$ cat config.mk
export PLATFORM = sky130hd
export DESIGN_NAME = dmem_access_unit
export DESIGN_NICKNAME = d
export VERILOG_FILES = /design/src/rtl/dmem_access_unit.sv
export SDC_FILE = /design/constraint.sdc
export NUM_CORES = 1
export LEC_CHECK = 0
export CAP_MARGIN = 5
export CORE_MARGIN = 4
export CORE_UTILIZATION = 50
export CTS_CLUSTER_DIAMETER = 30
export DETAILED_ROUTE_END_ITERATION = 10
export PLACE_DENSITY = 0.81
export RECOVER_POWER = 100
export SKIP_LAST_GASP = 1
export SLEW_MARGIN = 40
export SYNTH_ARGS = -nofsm -noshare
export SYNTH_HDL_FRONTEND = slang
export SYNTH_SLANG_ARGS = --single-unit
$ cat constraint.sdc
create_clock -name clk -period 2.8 [get_ports clk]
set_input_delay 0.28 -clock clk [delete_from_list [all_inputs] [get_ports clk]]
set_output_delay 0.28 -clock clk [all_outputs]
set_load 0.01 [all_outputs]
$ cat src/rtl/dmem_access_unit.sv
// Data-memory access unit: turns sized stores into aligned 64-bit writes (read-modify-write
// for partial stores) and extracts/extends sized loads from a synchronous 64-bit memory.
module dmem_access_unit #(
    parameter int MEM_AW = 8
) (
    input  logic              clk,
    input  logic              reset,
    input  logic              req_write,
    input  logic              req_read,
    input  logic [1:0]        tam,
    input  logic              ld_unsigned,
    input  logic [63:0]       addr,
    input  logic [63:0]       wdata,
    output logic [63:0]       rdata,
    output logic              busy,
    output logic              done,
    output logic              err,
    output logic [MEM_AW-1:0] mem_addr,
    output logic [63:0]       mem_wdata,
    output logic              mem_we,
    input  logic [63:0]       mem_rdata
);

    typedef enum logic [2:0] {S_IDLE, S_RD, S_WAIT, S_WRITE, S_DONE} state_t;

    state_t            r_state;
    logic [2:0]        r_off;
    logic [1:0]        r_tam;
    logic              r_uns;
    logic              r_is_wr;
    logic [63:0]       r_wdata;
    logic              r_err;
    logic              r_busy;
    logic              r_done;
    logic              r_mem_we;
    logic [MEM_AW-1:0] r_mem_addr;
    logic [63:0]       r_mem_wdata;
    logic [63:0]       r_rdata;

    logic              w_misaligned;
    logic [7:0]        w_bmask;
    logic [63:0]       w_wrep;
    logic [63:0]       w_merged;
    logic [63:0]       w_lane;
    logic              w_sx;
    logic [63:0]       w_ext;
    logic              w_unused_addr;

    assign w_unused_addr = &{1'b0, addr[63:MEM_AW+3]};

    always_comb begin
        w_misaligned = 1'b0;
        case (tam)
            2'b00:   w_misaligned = |addr[2:0];
            2'b01:   w_misaligned = |addr[1:0];
            2'b10:   w_misaligned = addr[0];
            default: w_misaligned = 1'b0;
        endcase
    end

    // Byte-lane mask of the store, positioned at the byte offset; store data shifted to match.
    always_comb begin
        w_bmask = 8'h00;
        case (r_tam)
            2'b00:   w_bmask = 8'hFF;
            2'b01:   w_bmask = 8'h0F;
            2'b10:   w_bmask = 8'h03;
            default: w_bmask = 8'h01;
        endcase
        w_bmask  = w_bmask << r_off;
        w_wrep   = r_wdata << {r_off, 3'b000};
        w_merged = mem_rdata;
        for (int i = 0; i < 8; i++) begin
            if (w_bmask[i]) w_merged[i*8 +: 8] = w_wrep[i*8 +: 8];
        end
    end

    always_comb begin
        w_lane = mem_rdata >> {r_off, 3'b000};
        w_sx   = ~r_uns;
        w_ext  = w_lane;
        case (r_tam)
            2'b00:   w_ext = w_lane;
            2'b01:   w_ext = {{32{w_sx & w_lane[31]}}, w_lane[31:0]};
            2'b10:   w_ext = {{48{w_sx & w_lane[15]}}, w_lane[15:0]};
            default: w_ext = {{56{w_sx & w_lane[7]}},  w_lane[7:0]};
        endcase
    end

    always_ff @(posedge clk or negedge reset) begin
        if (!reset) begin
            r_state     <= S_IDLE;
            r_off       <= '0;
            r_tam       <= '0;
            r_uns       <= 1'b0;
            r_is_wr     <= 1'b0;
            r_wdata     <= '0;
            r_err       <= 1'b0;
            r_busy      <= 1'b0;
            r_done      <= 1'b0;
            r_mem_we    <= 1'b0;
            r_mem_addr  <= '0;
            r_mem_wdata <= '0;
            r_rdata     <= '0;
        end else begin
            r_done   <= 1'b0;
            r_mem_we <= 1'b0;
            case (r_state)
                S_IDLE: begin
                    if (req_write || req_read) begin
                        r_off      <= addr[2:0];
                        r_tam      <= tam;
                        r_uns      <= ld_unsigned;
                        r_is_wr    <= req_write;
                        r_wdata    <= wdata;
                        r_mem_addr <= addr[MEM_AW+2:3];
                        r_busy     <= 1'b1;
                        if ((req_write && req_read) || w_misaligned) begin
                            r_err   <= 1'b1;
                            r_done  <= 1'b1;
                            r_state <= S_DONE;
                        end else if (req_write && tam == 2'b00) begin
                            r_err       <= 1'b0;
                            r_mem_wdata <= wdata;
                            r_mem_we    <= 1'b1;
                            r_state     <= S_WRITE;
                        end else begin
                            r_err   <= 1'b0;
                            r_state <= S_RD;
                        end
                    end
                end
                S_RD: r_state <= S_WAIT;
                S_WAIT: begin
                    if (r_is_wr) begin
                        r_mem_wdata <= w_merged;
                        r_mem_we    <= 1'b1;
                        r_state     <= S_WRITE;
                    end else begin
                        r_rdata <= w_ext;
                        r_done  <= 1'b1;
                        r_state <= S_DONE;
                    end
                end
                S_WRITE: begin
                    r_done  <= 1'b1;
                    r_state <= S_DONE;
                end
                default: begin
                    r_busy  <= 1'b0;
                    r_err   <= 1'b0;
                    r_state <= S_IDLE;
                end
            endcase
        end
    end

    assign rdata     = r_rdata;
    assign busy      = r_busy;
    assign done      = r_done;
    assign err       = r_err;
    assign mem_addr  = r_mem_addr;
    assign mem_wdata = r_mem_wdata;
    assign mem_we    = r_mem_we;

endmodule

# --- After elaboration in Yosys (flattened, before gate mapping) ---
# Cells that the tools add are included.
op_classes:
  n_eq_ne: 11
  shift: 3
  mux: 34
  bitwise: 6
  reduce_logical: 15
ops:
  columns: ["op", "n"]
  rows:
  - ["64-bit two-way mux", 4]
  - ["64-bit case mux with 3 select lines", 1]
  - ["64-bit case mux with 2 select lines", 1]
  - ["8-bit two-way mux", 8]
  - ["64-bit by 6-bit left shift with 64-bit output", 1]
  - ["64-bit by 6-bit >> shifter with 64-bit output", 1]
  - ["8-bit case mux with 3 select lines", 1]
  - ["3-bit case mux with 4 select lines", 1]
  - ["1-bit two-way mux", 9]
  - ["3-bit two-way mux", 3]
  - ["2-bit != test (second input constant)", 4]
  - ["8-bit by 3-bit left shift with 8-bit output", 1]
  - ["3-bit by 2-bit == test with 1-bit output (second input constant)", 2]
  - ["1-bit case mux with 2 select lines", 3]
  - ["1-bit case mux with 3 select lines", 2]
  - ["2-bit AND reduction", 3]
  - ["3-bit OR reduction", 2]
  - ["5-bit AND reduction", 1]
  - ["2-bit by 1-bit == test with 1-bit output (second input constant)", 2]
  - ["2-bit == test (second input constant)", 2]
  - ["2-bit logical NOT", 2]
  - ["1-bit AND", 3]
  - ["3-bit by 1-bit == test with 1-bit output (second input constant)", 1]
  - ["3-bit logical NOT", 1]
  - ["6 further kinds", 10]
word_totals:
  ff_bits: 214
  inputBits: 199
  output_inout_bits: 140

# --- Longest topological paths before layout ---
logic_depth:
  depth_word: 6
  depth_mapped: 10
  depth_no_buf: 6

# --- Worst setup path after synthesis ---
# No wires, ideal clock.
synth_path:
  path_kind: "register -> register"
  startpoint: "reg r_state[1]"
  endpoint: "reg r_mem_wdata[9], in the netlist mem_wdata[9]"
  setup_ps: 125
  arrival_ps: 1990
  slack_ps: 685
  stages_incl_launch_ff: 7
  path_buffers: 1
  synth_period_minus_slack_ps: 2115
  cell_sequence: "dfrtp_1 -> or4b_4 -> o31ai_4 -> nand2_4 -> clkinv_4 -> buf_6 -> mux2_2"
synth_via:
  elab_chain_len: 3
synth_rtl:
  columns: ["item", "line", "text"]
  rows:
  - ["from (decl)", "26", "state_t r_state;"]
  - ["from (signal assigned)", "92", "r_state <= S_IDLE;"]
  - ["from (signal assigned)", "121", "r_state <= S_DONE;"]
  - ["from (signal assigned)", "126", "r_state <= S_WRITE;"]
  - ["3-bit by 2-bit == test with 1-bit output / 3-bit logical NOT (equally long branches)", "108", "case (r_state)"]
  - ["2-bit != test (no line) / 2-bit nonzero test (equally long branches)", null, null]
  - ["5-bit AND reduction (no line)", null, null]
  - ["to (signal assigned)", "124", "r_mem_wdata <= wdata;"]
  - ["to (signal assigned)", "136", "r_mem_wdata <= w_merged;"]
  - ["to (decl)", "37", "logic [63:0] r_mem_wdata;"]
# Several ways; a longest one is shown, not always the timed one.
# A chain may end at the register's enable or synchronous reset.

# --- Final worst setup path ---
layout_path:
  startpoint: "reg r_state[0]"
  endpoint: "reg r_wdata[21]"
layout_via:
  elab_chain_len: 2
layout_rtl:
  columns: ["item", "line", "text"]
  rows:
  - ["3-bit logical NOT", "108", null]
  - ["2-bit AND reduction (no line)", null, null]
  - ["to (signal assigned)", "115", "r_wdata <= wdata;"]
  - ["to (decl)", "31", "logic [63:0] r_wdata;"]
# Every way passes these cells.

==> results_dict.tcl <==
set metrics [dict create \
    period_needed_ns 2.61 \
    status "finished, violations left" \
    synth.ff_latch_count 214 \
    drt_wl_total_um 53600 \
    final.setup.tns_ns 0 \
    antenna_found_initial 1 \
    yosys.area.top_type "dfrtp_1" \
    drc 0 \
    synth_nets 1595 \
    vias_per_cell 6.49 \
    worstPathRequired_ns 3.22 \
    drt_first_pass_iters 6 \
    critPathArrivalTime_ns 3.03 \
    dieHeight_um 171 \
    end_kind "flop" \
    cts_made_buffers 46 \
    top_level_ports 339 \
    ctsResizeCount 0 \
    fin_cells 2043 \
    maxSlewViolCount 68 \
    fillers 1957 \
    grt_pass1_wl_um 79600 \
    final_cell_mix "211 x dfrtp_1, 152 x nand2_1, 143 x clkdlybuf4s50_1" \
    fin_util_pct 69.6 \
    hold_violations 0 \
    synth.avg_cell_area_um2 9.51 \
    gr-usage-all-layers_pct 35.6 \
    nNetsFinal 1870 \
    syn_area_um2 13300 \
    setup_viol 0 \
    grt_pass1_vias 13255 \
    detail-route-antenna-nets 0 \
    maxCapViolCount 1 \
    layout-drive-gt1-share_pct 16.9 \
    cts_tree "built" \
    hold_slack_ns 0.342 \
    vdd_ir_drop_max_mv 0.907 \
    synthArstFlopShare_pct 100 \
    synth.distinct_cells 60 \
    vias 13255 \
    register_area_um2 5360 \
    crit_fanout 83 \
    cts.htree.levels 2 \
    layout_setup_ws_ns 0.191 \
    die_w_um 171 \
    root_buffer "clkbuf_16" \
    p_per_area_nw_per_um2 1350 \
    fin_area_um2 18100 \
    final_common_cell "dfrtp_1" \
    clockBufferDepth 3 \
    rows 59 \
    rsz0062_at_grt "no" \
    area_growth_pct 36.6 \
    power_mw 24.5 \
    grt_max_degree 119 \
    numPortBuffers 285 \
    synth_flop_cell "dfrtp_1" \
    tightest_slew_ns 1.82 \
    p_leak_nw 7.39 \
    fin_crit_sh_pct 93.2 \
    cts_sinks 214 \
    synth-edff-count 0 \
    yosysWarnings 0 \
    hold_class "input port to flop" \
    synth_seq_area_share_pct 40.3 \
    grt_overflow 0 \
    dp_hpwl_um 39300 \
    path_clk_slew_ns 0.05 \
    start_util_pct 50.9 \
    synthTopCellsByArea "dfrtp_1 40%, mux2_2 9.3%, mux2i_1 7.2%" \
    post_dp_cell_area_um2 16600 \
    crit_type "flop to flop" \
    violations "capacitance limit, slew limit" \
    skew_ns 0.0186 \
    clk_latency_ns 0.55 \
    clock.fmax_ghz 0.383 \
    gp_congestion 0.991 \
    drt-wirelength-per-cell_um 26.2 \
    coreArea_um2 26100 \
    syn-instance-count 1396 \
    dieArea_um2 29200 \
    drt_iter0_markers 1442 \
    cp-start-kind "flop" \
    pre_cts_ws_ns 0.226 \
    synth_top_area_share_pct 40.3 \
    dp.cells 1957 \
    multi_input_area_um2 7190 \
    slew_headroom_pct -21.1 \
]
[final cells by class]
class | count | area share [%]
multi-input combinational | 1032 | 39.7
clock inverter | 31 | 2.15
timing repair buffer | 353 | 19.1
sequential | 214 | 29.6
clock buffer | 53 | 6.66
tap | 335 | 2.31
inverter | 24 | 0.524
antenna | 1 | 0.0138
[state kept, by name, indices dropped and copies added, names as in the netlist, 2 cells and up]
register   count
mem_addr       8
mem_wdata     64
r_off          3
r_state        3
r_tam          2
r_wdata       64
rdata         64
[per-layer routing]
layer / wire length, um / vias up / GRT usage (%)
met5: 13 / - / 0
met4: 3790 / 2 / 20.2
met3: 5330 / 235 / 6.79
met2: 24600 / 914 / 57.0
met1: 19900 / 6371 / 45.5
li1: - / 5733 / -
[Yosys cell counts (9+ instances only)]
master / n
dfrtp_1: 214
nand2_1: 152
mux2_2: 110
nor2_1: 107
o21ai_0: 96
mux2i_1: 95
a21oi_1: 71
a31oi_1: 66
clkbuf_1: 53
buf_2: 46
o211ai_1: 40
a211oi_1: 29
nor2b_1: 28
inv_1: 22
mux4_2: 17
nor3_1: 17
mux2_1: 16
nand2b_1: 16
nand3_1: 16
buf_4: 11
o22ai_1: 10
and2_1: 9
o221ai_1: 9
o2bb2ai_1: 9
o311a_1: 9
o31a_1: 9
[report_power, final]
| group | total, mW | leakage [nW] | switching (mW) | internal [mW] |
|---|---|---|---|---|
| Clock | 5.52 | 0.760 | 1.91 | 3.61 |
| Sequential | 6.21 | 2.47 | 1.56 | 4.65 |
| Combinational | 12.7 | 4.16 | 6.98 | 5.76 |
[critical path: stages, from the launching register on]
cell	delay, ns
dfrtp_1	0.45
or2_0	0.62
nor3_2	0.28
buf_6	0.64
mux2_2	0.42
[logic make-up after synthesis]
logic type / Yosys count / synth area share, %
buffers and inverters: 150 / 5.44
and+or+nand+nor: 376 / 12.8
AOI/OAI and AO/OA: 418 / 20.7
muxes: 238 / 20.7
DFF: 214 / 40.3
[worst paths after layout]
check,from,endpoint,slack (ns),cells after the start
worst max-delay path,r_state[0],r_wdata[21],0.19,4
worst min-delay path,wdata[22],mem_wdata[22],0.34,3
worst max register to register,r_state[0],r_wdata[21],0.19,4
worst min register to register,mem_wdata[2],mem_wdata[2],0.48,1
max in group asynchronous,reset,mem_wdata[5],0.60,3
min in group asynchronous,reset,rdata[31],0.79,2
[timing repair]
| item | in CTS | in global routing |
|---|---|---|
| setup buffers | 0 | 0 |
| hold buffers | 1 | 0 |
| hold endpoints to repair | 65 | 0 |
| setup endpoints to repair | 0 | 0 |
No activity file was read; power rests on OpenSTA's default activity.
